<file path="src/rtl/pacman_pkg.sv">
// ============================================================================
// Module : pacman_pkg
// Brief  : Shared direction codes, motion states and flag helpers for maze sprites
// Rev    : 1.0  initial release
// ============================================================================
`default_nettype none

package pacman_pkg;

  localparam logic [3:0] DIR_L    = 4'b1000;
  localparam logic [3:0] DIR_U    = 4'b0100;
  localparam logic [3:0] DIR_R    = 4'b0010;
  localparam logic [3:0] DIR_D    = 4'b0001;
  localparam logic [3:0] DIR_NONE = 4'b1111;

  typedef enum logic [1:0] {
    ST_IDLE    = 2'd0,
    ST_MOVING  = 2'd1,
    ST_BLOCKED = 2'd2
  } motion_state_t;

  function automatic logic dir_open(input logic [3:0] dir,
                                    input logic [2:0] f_l,
                                    input logic [2:0] f_u,
                                    input logic [2:0] f_r,
                                    input logic [2:0] f_d);
    logic r_open;
    r_open = 1'b0;
    case (dir)
      DIR_L:   r_open = |f_l;
      DIR_U:   r_open = |f_u;
      DIR_R:   r_open = |f_r;
      DIR_D:   r_open = |f_d;
      default: r_open = 1'b0;
    endcase
    return r_open;
  endfunction

  function automatic logic is_one_hot(input logic [3:0] v);
    return (v != 4'b0000) && ((v & (v - 4'b0001)) == 4'b0000);
  endfunction

endpackage

`default_nettype wire

</file>
<file path="src/rtl/turn_buffer.sv">
// ============================================================================
// Module : turn_buffer
// Brief  : Holds the latest one-hot turn request until it commits or times out
// Rev    : 1.0  initial release
// ============================================================================
`default_nettype none

module turn_buffer
  import pacman_pkg::*;
#(
  parameter int TURN_HOLD = 8
) (
  input  logic       clk,
  input  logic       rst,
  input  logic       step_en,
  input  logic [3:0] btn,
  input  logic       commit,
  output logic [3:0] pend_dir,
  output logic       turn_pending
);

  localparam int                 c_CNT_W = $clog2(TURN_HOLD + 1);
  localparam logic [c_CNT_W-1:0] c_HOLD  = c_CNT_W'(TURN_HOLD);
  localparam logic [c_CNT_W-1:0] c_ONE   = c_CNT_W'(1);

  logic [3:0]         r_pend_dir;
  logic [c_CNT_W-1:0] r_pend_cnt;
  logic               r_pending;
  logic               w_capture;

  assign w_capture = is_one_hot(btn);

  // A fresh request wins over a same-cycle commit of the older one.
  always_ff @(posedge clk or posedge rst) begin
    if (rst) begin
      r_pend_dir <= DIR_NONE;
      r_pend_cnt <= '0;
      r_pending  <= 1'b0;
    end else if (w_capture) begin
      r_pend_dir <= btn;
      r_pend_cnt <= c_HOLD;
      r_pending  <= 1'b1;
    end else if (commit) begin
      r_pending  <= 1'b0;
    end else if (step_en && r_pending) begin
      r_pend_cnt <= r_pend_cnt - c_ONE;
      if (r_pend_cnt == c_ONE) begin
        r_pending <= 1'b0;
      end
    end
  end

  assign pend_dir     = r_pend_dir;
  assign turn_pending = r_pending;

endmodule

`default_nettype wire

</file>
<file path="src/rtl/sprite_motion_ctrl.sv">
// ============================================================================
// Module : sprite_motion_ctrl
// Brief  : Maze sprite mover with buffered turns, tunnel wrap and blocked status
// Rev    : 1.0  initial release
// ============================================================================
`default_nettype none

module sprite_motion_ctrl
  import pacman_pkg::*;
#(
  parameter int W         = 9,
  parameter int START_X   = 200,
  parameter int START_Y   = 230,
  parameter int VEL       = 1,
  parameter int X_MIN     = 0,
  parameter int X_MAX     = 447,
  parameter int WRAP_EN   = 1,
  parameter int TURN_HOLD = 8
) (
  input  logic         clk,
  input  logic         rst,
  input  logic         step_en,
  input  logic [3:0]   btn,
  input  logic [2:0]   flag_L,
  input  logic [2:0]   flag_U,
  input  logic [2:0]   flag_R,
  input  logic [2:0]   flag_D,
  output logic [W-1:0] p_x,
  output logic [W-1:0] p_y,
  output logic [3:0]   going_direction,
  output logic         moving,
  output logic         turn_pending
);

  localparam logic [W-1:0] c_VEL     = W'(VEL);
  localparam logic [W-1:0] c_START_X = W'(START_X);
  localparam logic [W-1:0] c_START_Y = W'(START_Y);
  localparam logic [W-1:0] c_L_LIMIT = W'(X_MIN + VEL);
  localparam logic [W-1:0] c_R_LIMIT = W'(X_MAX - VEL);

  motion_state_t r_state, w_state_nxt;
  logic [W-1:0]  r_x, r_y, w_x_nxt, w_y_nxt;
  logic [3:0]    r_dir, w_pend_dir;
  logic [W-1:0]  w_l_edge, w_r_edge;
  logic          w_pending, w_commit, w_dir_open, w_move;

  turn_buffer #(.TURN_HOLD(TURN_HOLD)) u_turn_buffer (
    .clk          (clk),
    .rst          (rst),
    .step_en      (step_en),
    .btn          (btn),
    .commit       (w_commit),
    .pend_dir     (w_pend_dir),
    .turn_pending (w_pending)
  );

  // Where an X move past the edge lands: opposite side (tunnel) or same side.
  generate
    if (WRAP_EN != 0) begin : g_wrap
      assign w_l_edge = W'(X_MAX);
      assign w_r_edge = W'(X_MIN);
    end else begin : g_sat
      assign w_l_edge = W'(X_MIN);
      assign w_r_edge = W'(X_MAX);
    end
  endgenerate

  assign w_commit   = w_pending && dir_open(w_pend_dir, flag_L, flag_U, flag_R, flag_D);
  assign w_dir_open = dir_open(r_dir, flag_L, flag_U, flag_R, flag_D);
  assign w_move     = step_en && (r_state != ST_IDLE) && w_dir_open;

  // Edge compare precedes the add so W-bit arithmetic never overflows.
  always_comb begin
    w_x_nxt = r_x;
    w_y_nxt = r_y;
    if (w_move) begin
      case (r_dir)
        DIR_L:   w_x_nxt = (r_x < c_L_LIMIT) ? w_l_edge : r_x - c_VEL;
        DIR_R:   w_x_nxt = (r_x > c_R_LIMIT) ? w_r_edge : r_x + c_VEL;
        DIR_U:   w_y_nxt = r_y - c_VEL;
        DIR_D:   w_y_nxt = r_y + c_VEL;
        default: ;
      endcase
    end
  end

  always_comb begin
    w_state_nxt = r_state;
    case (r_state)
      ST_IDLE:    if (w_commit) w_state_nxt = ST_MOVING;
      ST_MOVING:  if (w_commit) w_state_nxt = ST_MOVING;
                  else if (step_en && !w_dir_open) w_state_nxt = ST_BLOCKED;
      ST_BLOCKED: if (w_commit || (step_en && w_dir_open)) w_state_nxt = ST_MOVING;
      default:    w_state_nxt = ST_IDLE;
    endcase
  end

  always_ff @(posedge clk or posedge rst) begin
    if (rst) r_state <= ST_IDLE;
    else     r_state <= w_state_nxt;
  end

  always_ff @(posedge clk or posedge rst) begin
    if (rst) begin
      r_x   <= c_START_X;
      r_y   <= c_START_Y;
      r_dir <= DIR_NONE;
    end else begin
      r_x <= w_x_nxt;
      r_y <= w_y_nxt;
      if (w_commit) r_dir <= w_pend_dir;
    end
  end

  assign p_x             = r_x;
  assign p_y             = r_y;
  assign going_direction = r_dir;
  assign moving          = (r_state == ST_MOVING);
  assign turn_pending    = w_pending;

endmodule

`default_nettype wire
</file>
<file path="config.mk">
export PLATFORM = sky130hd
export DESIGN_NAME = sprite_motion_ctrl
export DESIGN_NICKNAME = d
export VERILOG_FILES = /design/src/rtl/pacman_pkg.sv /design/src/rtl/turn_buffer.sv /design/src/rtl/sprite_motion_ctrl.sv
export SDC_FILE = /design/constraint.sdc
export NUM_CORES = 1
export LEC_CHECK = 0
export ABC_AREA = 1
export ABC_CLOCK_PERIOD_IN_PS = 2000
export CAP_MARGIN = 10
export CORE_MARGIN = 5
export CORE_UTILIZATION = 30
export DETAILED_ROUTE_END_ITERATION = 10
export GPL_ROUTABILITY_DRIVEN = 1
export GPL_TIMING_DRIVEN = 0
export PLACE_DENSITY = 0.56
export SYNTH_ARGS = -nofsm -noshare
export SYNTH_HDL_FRONTEND = slang
export SYNTH_SLANG_ARGS = --single-unit
</file>
<file path="constraint.sdc">
create_clock -name clk -period 2 [get_ports clk]
set_input_delay 0.3 -clock clk [delete_from_list [all_inputs] [get_ports clk]]
set_output_delay 0.3 -clock clk [all_outputs]
set_load 0.1 [all_outputs]
</file>
Word-level counts from Yosys, hierarchy flattened
Cells that the tools add are included.
{"block": "classes", "eq_ne": 15, "add_sub_neg": 6, "reduce_logical": 27, "magnitude_cmp": 2, "bitwise_logic": 1, "n_mux": 18}
{"cell": "one-hot mux 9 bit (2 select lines)", "n": 2}
{"cell": "adder 9 x 1 -> 9 bit (second input constant)", "n": 2}
{"cell": "two-way mux 9 bit", "n": 2}
{"cell": "subtractor 9 x 1 -> 9 bit (second input constant)", "n": 2}
{"cell": "equality test 4 x 1 -> 1 bit (second input constant)", "n": 3}
{"cell": "two-way mux 4 bit", "n": 3}
{"cell": "OR reduction 3 bit", "n": 4}
{"cell": "greater-than comparator 9 bit (second input constant)", "n": 1}
{"cell": "< comparator 9 x 1 -> 1 bit (second input constant)", "n": 1}
{"cell": "equality test 4 x 2 -> 1 bit (second input constant)", "n": 2}
{"cell": "equality test 4 x 3 -> 1 bit (second input constant)", "n": 2}
{"cell": "equality test 4 bit (second input constant)", "n": 2}
{"cell": "two-way mux 2 bit", "n": 4}
{"cell": "one-hot mux 1 bit (4 select lines)", "n": 2}
{"cell": "AND reduction 2 bit", "n": 4}
{"cell": "nonzero test 2 bit", "n": 4}
{"cell": "subtractor 4 x 1 -> 4 bit (second input constant)", "n": 2}
{"cell": "logical AND 1 bit", "n": 7}
{"cell": "one-hot mux 2 bit (3 select lines)", "n": 1}
{"cell": "nonzero test 3 bit", "n": 2}
{"cell": "AND 4 bit", "n": 1}
{"cell": "logical NOT 4 bit", "n": 1}
{"cell": "two-way mux 1 bit", "n": 4}
{"cell": "!= test 2 bit (second input constant)", "n": 2}
{"cell": "other kinds (9)", "n": 9}
{"block": "totals", "reg_bits": 33, "wordCells": 76}

Longest topological paths before layout
Gate-level depths: netlist of the first run.
{"block": "logic_depth", "depth_word": 7, "mapped_depth": 14}

Hierarchy
Synthesis of the first run repeated with hierarchy kept, for this count alone.
{"block": "hier_totals", "hier_cells": 380, "hier_area_um2": 2539.9}
{"module": "sprite_motion_ctrl", "cells_each": 314, "area_per_inst_um2": 2000.7, "n_inst": 1}
{"module": "turn_buffer", "cells_each": 66, "area_per_inst_um2": 539.3, "n_inst": 1}

Least setup slack after synthesis of the first run
No wires, ideal clock.
{"block": "synth_path", "path_kind": "register to register", "start": "register r_dir[0], in the netlist going_direction[0]", "end": "register r_y[6], in the netlist p_y[6]", "stages_incl_launch_ff": 12, "arrival_ns": 2.404, "required_time_ns": 1.939, "n_path_buf": 0, "path_slack_ns": -0.466, "cell_sequence": "dfstp_2 nand2_1 nor2_4 inv_1 ha_1 nand2_1 o21ai_0 nand2_1 nand2_1 xor2_1 nand2_1 nand2_1"}
{"block": "synth_via", "elab_chain_len": 4, "word_cells_on_any_way": 9, "classes_between": "eq/ne (4); mux (2); reduce/logical (3)"}
{"item": "start: declaration", "line_no": "sprite_motion_ctrl.sv:43", "text": "logic [3:0] r_dir, w_pend_dir;"}
{"item": "start signal: assignment", "line_no": "sprite_motion_ctrl.sv:111", "text": "if (w_commit) r_dir <= w_pend_dir;"}
{"item": "equality test 4 x 1 -> 1 bit, or another cell as far along", "line_no": "pacman_pkg.sv:29, sprite_motion_ctrl.sv:77"}
{"item": "one-hot mux 1 bit (4 select lines)", "line_no": "pacman_pkg.sv:29", "text": "case (dir)"}
{"item": "logical AND 1 bit", "line_no": "sprite_motion_ctrl.sv:70", "text": "assign w_move = step_en && (r_state != ST_IDLE) && w_dir_open;"}
{"item": "AND reduction 2 bit (no source line)"}
{"item": "end signal: assignment", "line_no": "sprite_motion_ctrl.sv:106", "text": "r_y <= c_START_Y;"}
{"item": "end signal: assignment", "line_no": "sprite_motion_ctrl.sv:110", "text": "r_y <= w_y_nxt;"}
{"item": "end: declaration", "line_no": "sprite_motion_ctrl.sv:42", "text": "logic [W-1:0] r_x, r_y, w_x_nxt, w_y_nxt;"}
Several ways; a longest one is shown, not always the timed one.
A chain may end at the register's enable or synchronous reset.

Worst setup path after layout of the first run
{"block": "layout_path", "start": "register r_dir[0], in the netlist going_direction[0]", "end": "register r_y[7], in the netlist p_y[7]"}
Same word-level chain as after synthesis.

==> impl_metrics.json, run 1 <==
{
  "status": "finished, violations left",
  "violations": "setup timing",
  "rr_worst_depth": 12,
  "slew_headroom_pct": 36.21,
  "finalCriticalPeriod_ps": 2156,
  "grt_pass1_wl_mm": 11.35,
  "fin_nets": 478,
  "start_util_pct": 31.16,
  "design.die.area_um2": 10580,
  "end_kind": "flop",
  "drt_iter0_drc": 98,
  "die-height_um": 102.9,
  "place.port_buffers": 41,
  "dr_total_vias": 2559,
  "crit_fanout": 5,
  "final_util_pct": 42.82,
  "cts_tree": "yes",
  "layout_setup_ws_ps": -155.6,
  "gp_congestion": 0.8665,
  "maxSlewViolCount": 0,
  "numCtsBuffers": 5,
  "cts_buffer_depth": 2,
  "yosysUniqueCellTypes": 32,
  "placementRows": 33,
  "max_freq_ghz": 0.4639,
  "viasPerCell": 4.636,
  "clkSinkCount": 33,
  "post_synth.cell_area_avg_um2": 6.683,
  "area_growth_syn_to_layout_pct": 37.40,
  "yosysWarnings": 0,
  "coreArea_um2": 8299,
  "tightest_slew_ps": 960.7,
  "clock_latency_ps": 290,
  "syn_nets": 419,
  "syn_area_um2": 2586,
  "r2r_start": "going_direction[0]$_DFFE_PP1P_",
  "grt_overflow": 0,
  "ys_seq_elements": 33,
  "grt_pass1_vias": 2515,
  "arrival_ps": 2380,
  "critPathRequiredTime_ps": 2230,
  "drc": 0,
  "wl_per_cell_um": 12.05,
  "worst_setup_path_start_kind": "flop",
  "dr.pass1.iters": 4,
  "pin_count": 43,
  "synth_seq_area_share_pct": 32.70,
  "track_usage_pct": 13.44,
  "fin_skew_ps": 8.248,
  "critical_path_class": "reg -> reg",
  "reg2reg_slack_ps": -160,
  "setup_tns_ps": -776.2,
  "min_period_over_period_pct": 107.8,
  "h-tree-depth": 2,
  "hp-class": "in -> async",
  "fp.dieW_um": 102.9,
  "antenna_found_initial": 0,
  "path_clk_slew_ps": 70,
  "rsz0062_at_grt": "yes",
  "drive_above_1_share_pct": 23.71,
  "grt_max_degree": 34,
  "rr_endpoint": "p_y[7]$_DFFE_PP1P_",
  "ant_nets": 0,
  "root_buffer": "clkbuf_8",
  "max_cap_violations": 0,
  "diodes": 0,
  "wl_mm": 6.653,
  "layout_common_cells": "nand2_1 (136), inv_1 (43), nor2_1 (36), nand3_1 (17), clkdlybuf4s50_1 (17)",
  "mostFrequentLayoutCell": "nand2_1",
  "setup_viol": 7,
  "ctsHoldBuffers": 0,
  "dp_hpwl_mm": 4.878,
  "fill_cells": 847,
  "syn_inst": 387,
  "finalHoldViolations": 0
}
## worst max-delay path: stages, from the launching register on
cell and delay, ps:
dfstp_4 650, nand2_4 50, nor2_4 100, clkinvlp_4 140, buf_12 160, ha_4 300
buf_4 120, nand3_2 90, nand2_4 100, nand2_4 50, nand3b_1 120, nand2_2 70
o21ai_2 130
## worst max path at each step
stage / slack [ps] / from / depth (start not counted) / endpoint
after floorplan: -270 / going_direction[0]$_DFFE_PP1P_ / 12 / p_y[8]$_DFFE_PP0P_
after global placement: -340 / going_direction[0]$_DFFE_PP1P_ / 12 / p_y[8]$_DFFE_PP0P_
after detailed placement: -370 / going_direction[0]$_DFFE_PP1P_ / 12 / p_y[8]$_DFFE_PP0P_
after CTS: -160 / going_direction[0]$_DFFE_PP1P_ / 11 / p_y[5]$_DFFE_PP1P_
after global routing: -220 / going_direction[0]$_DFFE_PP1P_ / 11 / p_y[5]$_DFFE_PP1P_
final: -160 / going_direction[0]$_DFFE_PP1P_ / 12 / p_y[7]$_DFFE_PP1P_
## cells by family (layout without fill, tap and decap cells)
logic type	after synthesis	count (layout)	synth area share [%]
compound gates	44	44	9.773
xor+xnor	13	13	4.403
fa+ha+maj	13	13	6.579
buf+inv	56	116	8.901
flops	33	33	32.70
simple gates	228	228	37.64
## synthesized netlist by cell type
library cell,instances,area [um2]
nor2_1,37,138.9
nand2_4,1,11.26
o21ai_2,7,61.31
or2_2,1,6.260
a21oi_1,12,60.06
nor2_2,2,12.51
xor2_1,10,87.58
buf_2,3,15.01
dfrtp_1,17,425.4
o21ai_1,3,15.01
o21ai_0,19,95.09
nand4_1,11,68.82
dfstp_2,16,420.4
fa_1,1,20.02
buf_6,2,22.52
nor2_4,3,33.78
nor3_1,2,10.01
nand3_1,19,95.09
nand3b_1,3,22.52
nand2_2,5,31.28
inv_2,3,11.26
xnor2_1,3,26.28
inv_1,45,168.9
clkbuf_2,1,5.000
o22ai_1,1,6.260
ha_1,12,150.1
nand2b_1,1,6.260
o31ai_1,1,7.510
clkbuf_1,1,3.750
o21a_1,1,7.510
clkinv_1,1,3.750
nand2_1,143,536.8
## area by class of cell
type                       count  area (um2)  area share (%)
multi-input combinational    298        1713           48.20
sequential                    33       865.8           24.37
timing repair buffer          52       523.0           14.72
inverter                      49       191.4           5.387
tap                          105       131.4           3.697
clock buffer                   6       72.57           2.042
buffer                         7       46.29           1.303
clock inverter                 2       10.01          0.2817
## metal layers
metal	GRT usage [%]	share of wire (%)	vias up
li1	-	-	1338
met1	17.18	47	1180
met2	23.44	49	37
met3	2.368	3.0	4
met4	3.486	0.66	0
met5	0	0	-
## through the flow
step / hold WS, ps / instances / setup slack [ps] / instance area [um2]
2_1_floorplan: 416.8 / 387 / -274.0 / 2681
3_3_place_gp: 473.8 / 533 / -342.5 / 3223
3_5_place_dp: 473.1 / 533 / -373.4 / 3223
4_1_cts: 454.6 / 551 / -159.8 / 3530
5_1_grt: 534.2 / 552 / -219.2 / 3553
6_report: 457.6 / 552 / -155.6 / 3553
## state kept, by name, indices dropped and copies added, names as in the netlist
signal / cells
u_turn_buffer.pend_dir: 4
r_state: 2
p_y: 9
p_x: 9
u_turn_buffer.r_pend_cnt: 4
u_turn_buffer.turn_pending: 1
going_direction: 4
## repair_timing
item / in CTS / in global routing
resized for setup: 69 / 7
pin swaps: 18 / 15
setup endpoints to repair: 30 / 14
buffers inserted: 10 / 1
Power of run 1 is not shown: default switching activity piles up to over one toggle a cycle in this logic, so the estimate is an artifact.
==> run 2: changes to the inputs <==
- CELL_PAD_IN_SITES_DETAIL_PLACEMENT: default -> 1
- CELL_PAD_IN_SITES_GLOBAL_PLACEMENT: default -> 2
- CORE_UTILIZATION: 30 -> 26
- HOLD_SLACK_MARGIN: default -> 0.15
- PLACE_DENSITY: 0.56 -> 0.79
==> impl_metrics.json, run 2 (synthesis results as in run 1) <==
{
  "status": "finished, violations left",
  "violations": "setup timing",
  "rsz0062_at_grt": "yes",
  "critical_path_class": "reg -> reg",
  "fp.dieW_um": 109.7,
  "end_kind": "flop",
  "slew_headroom_pct": 35.72,
  "maxSlewViolCount": 0,
  "ant_nets": 0,
  "coreArea_um2": 9729,
  "fin_nets": 475,
  "drc": 0,
  "clkSinkCount": 33,
  "dp_slack_ps": -425.5,
  "h-tree-depth": 2,
  "track_usage_pct": 13.31,
  "worst_setup_path_start_kind": "flop",
  "min_period_over_period_pct": 107.3,
  "placementRows": 36,
  "grt_max_degree": 34,
  "multiInputGateArea_um2": 1689,
  "wl_per_cell_um": 13.01,
  "max_cap_violations": 0,
  "antenna_found_initial": 0,
  "drt_iter0_drc": 49,
  "arrival_ps": 2390,
  "finalHoldViolations": 0,
  "area_growth_syn_to_layout_pct": 35.90,
  "dp_hpwl_mm": 5.628,
  "ff_latch_area_um2": 865.8,
  "layout_common_cells": "nand2_1 (138), inv_1 (42), nor2_1 (36), nand3_1 (18)",
  "drive_above_1_share_pct": 21.85,
  "dr_total_vias": 2608,
  "design.die.area_um2": 12040,
  "cts_tree": "yes",
  "tightest_slew_ps": 968.0,
  "grt_pass1_wl_mm": 12.78,
  "gp_congestion": 0.8083,
  "dr.pass1.iters": 4,
  "clock_latency_ps": 290,
  "wl_mm": 7.506,
  "max_freq_ghz": 0.4658,
  "layout_setup_ws_ps": -146.9,
  "crit_fanout": 5,
  "die-height_um": 109.7,
  "finalCriticalPeriod_ps": 2147,
  "mostFrequentLayoutCell": "nand2_1",
  "fin_skew_ps": 15.80,
  "pin_count": 43,
  "hp-class": "in -> reg",
  "start_util_pct": 26.58,
  "numCtsBuffers": 5,
  "place.port_buffers": 41,
  "path_clk_slew_ps": 80,
  "grt_pass1_vias": 2704,
  "setup_viol": 7,
  "viasPerCell": 4.520,
  "fill_cells": 1231,
  "root_buffer": "clkbuf_8",
  "diodes": 0,
  "cts_buffer_depth": 2,
  "grt_overflow": 0,
  "critPathRequiredTime_ps": 2240
}
run 2: area by class of cell:
class                   instances  area share [%]
multi-input cells             298           48.06
inverters                      49           5.447
flip-flops and latches         33           24.64
clock buffers                   7           2.172
repair buffers                 49           13.49
clock inverters                 1          0.1424
well taps                     133           4.735
plain buffers                   7           1.317
run 2: worst max-delay path, stage by stage (launching register included):
cell and delay [ps]:
dfstp_4 640, nand2_4 50, nor2_4 110, clkinvlp_4 170
buf_12 180, ha_4 310, nand2_4 60, o21ai_4 150
nand2_1 70, nand2_1 70, xor2_1 150, nand2_1 70
nand2_1 60
run 2: per-layer routing:
layer,GRT usage [%],vias to the layer above,wire [um]
met5,0,-,0
met2,23.54,44,3735
met4,3.028,0,65
met3,2.701,7,319
met1,16.59,1227,3385
li1,-,1330,-
run 2: through the flow:
stage / std cells / setup TNS (ps) / utilization, % / cell area (um2) / hold slack, ps
after CTS: 575 / -777.1 / 35.62 / 3466 / 435.8
after global placement: 561 / -2375 / 33.49 / 3258 / 468.1
after floorplan: 387 / -1178 / - / 2681 / 416.8
after global routing: 577 / -1531 / 36.12 / 3515 / 469.3
after detailed placement: 561 / -2145 / 33.49 / 3258 / 471.5
final: 577 / -837.7 / 36.12 / 3515 / 433.4
run 2: worst paths after layout:
| check | from | endpoint | slack, ps | depth (start not counted) |
|---|---|---|---|---|
| max in group asynchronous | rst | p_x[5]$_DFFE_PP0P_ | 1020 | 2 |
| max reg2reg | going_direction[0]$_DFFE_PP1P_ | p_y[6]$_DFFE_PP1P_ | -150 | 12 |
| min in group asynchronous | rst | p_y[8]$_DFFE_PP0P_ | 450 | 2 |
| min reg2reg | p_y[5]$_DFFE_PP1P_ | p_y[5]$_DFFE_PP1P_ | 510 | 2 |
| min | step_en | r_state[1]$_DFFE_PP0P_ | 430 | 4 |
| max | going_direction[0]$_DFFE_PP1P_ | p_y[6]$_DFFE_PP1P_ | -150 | 12 |
run 2: what timing repair did:
action                     4_1_cts  5_1_grt
pin swaps                       13        8
gates cloned                     0        0
setup endpoints to repair       30       16
hold buffers                     0        0
setup buffers                    6        2
gates resized for setup         59        8
Power of run 2 is left out for the same reason.
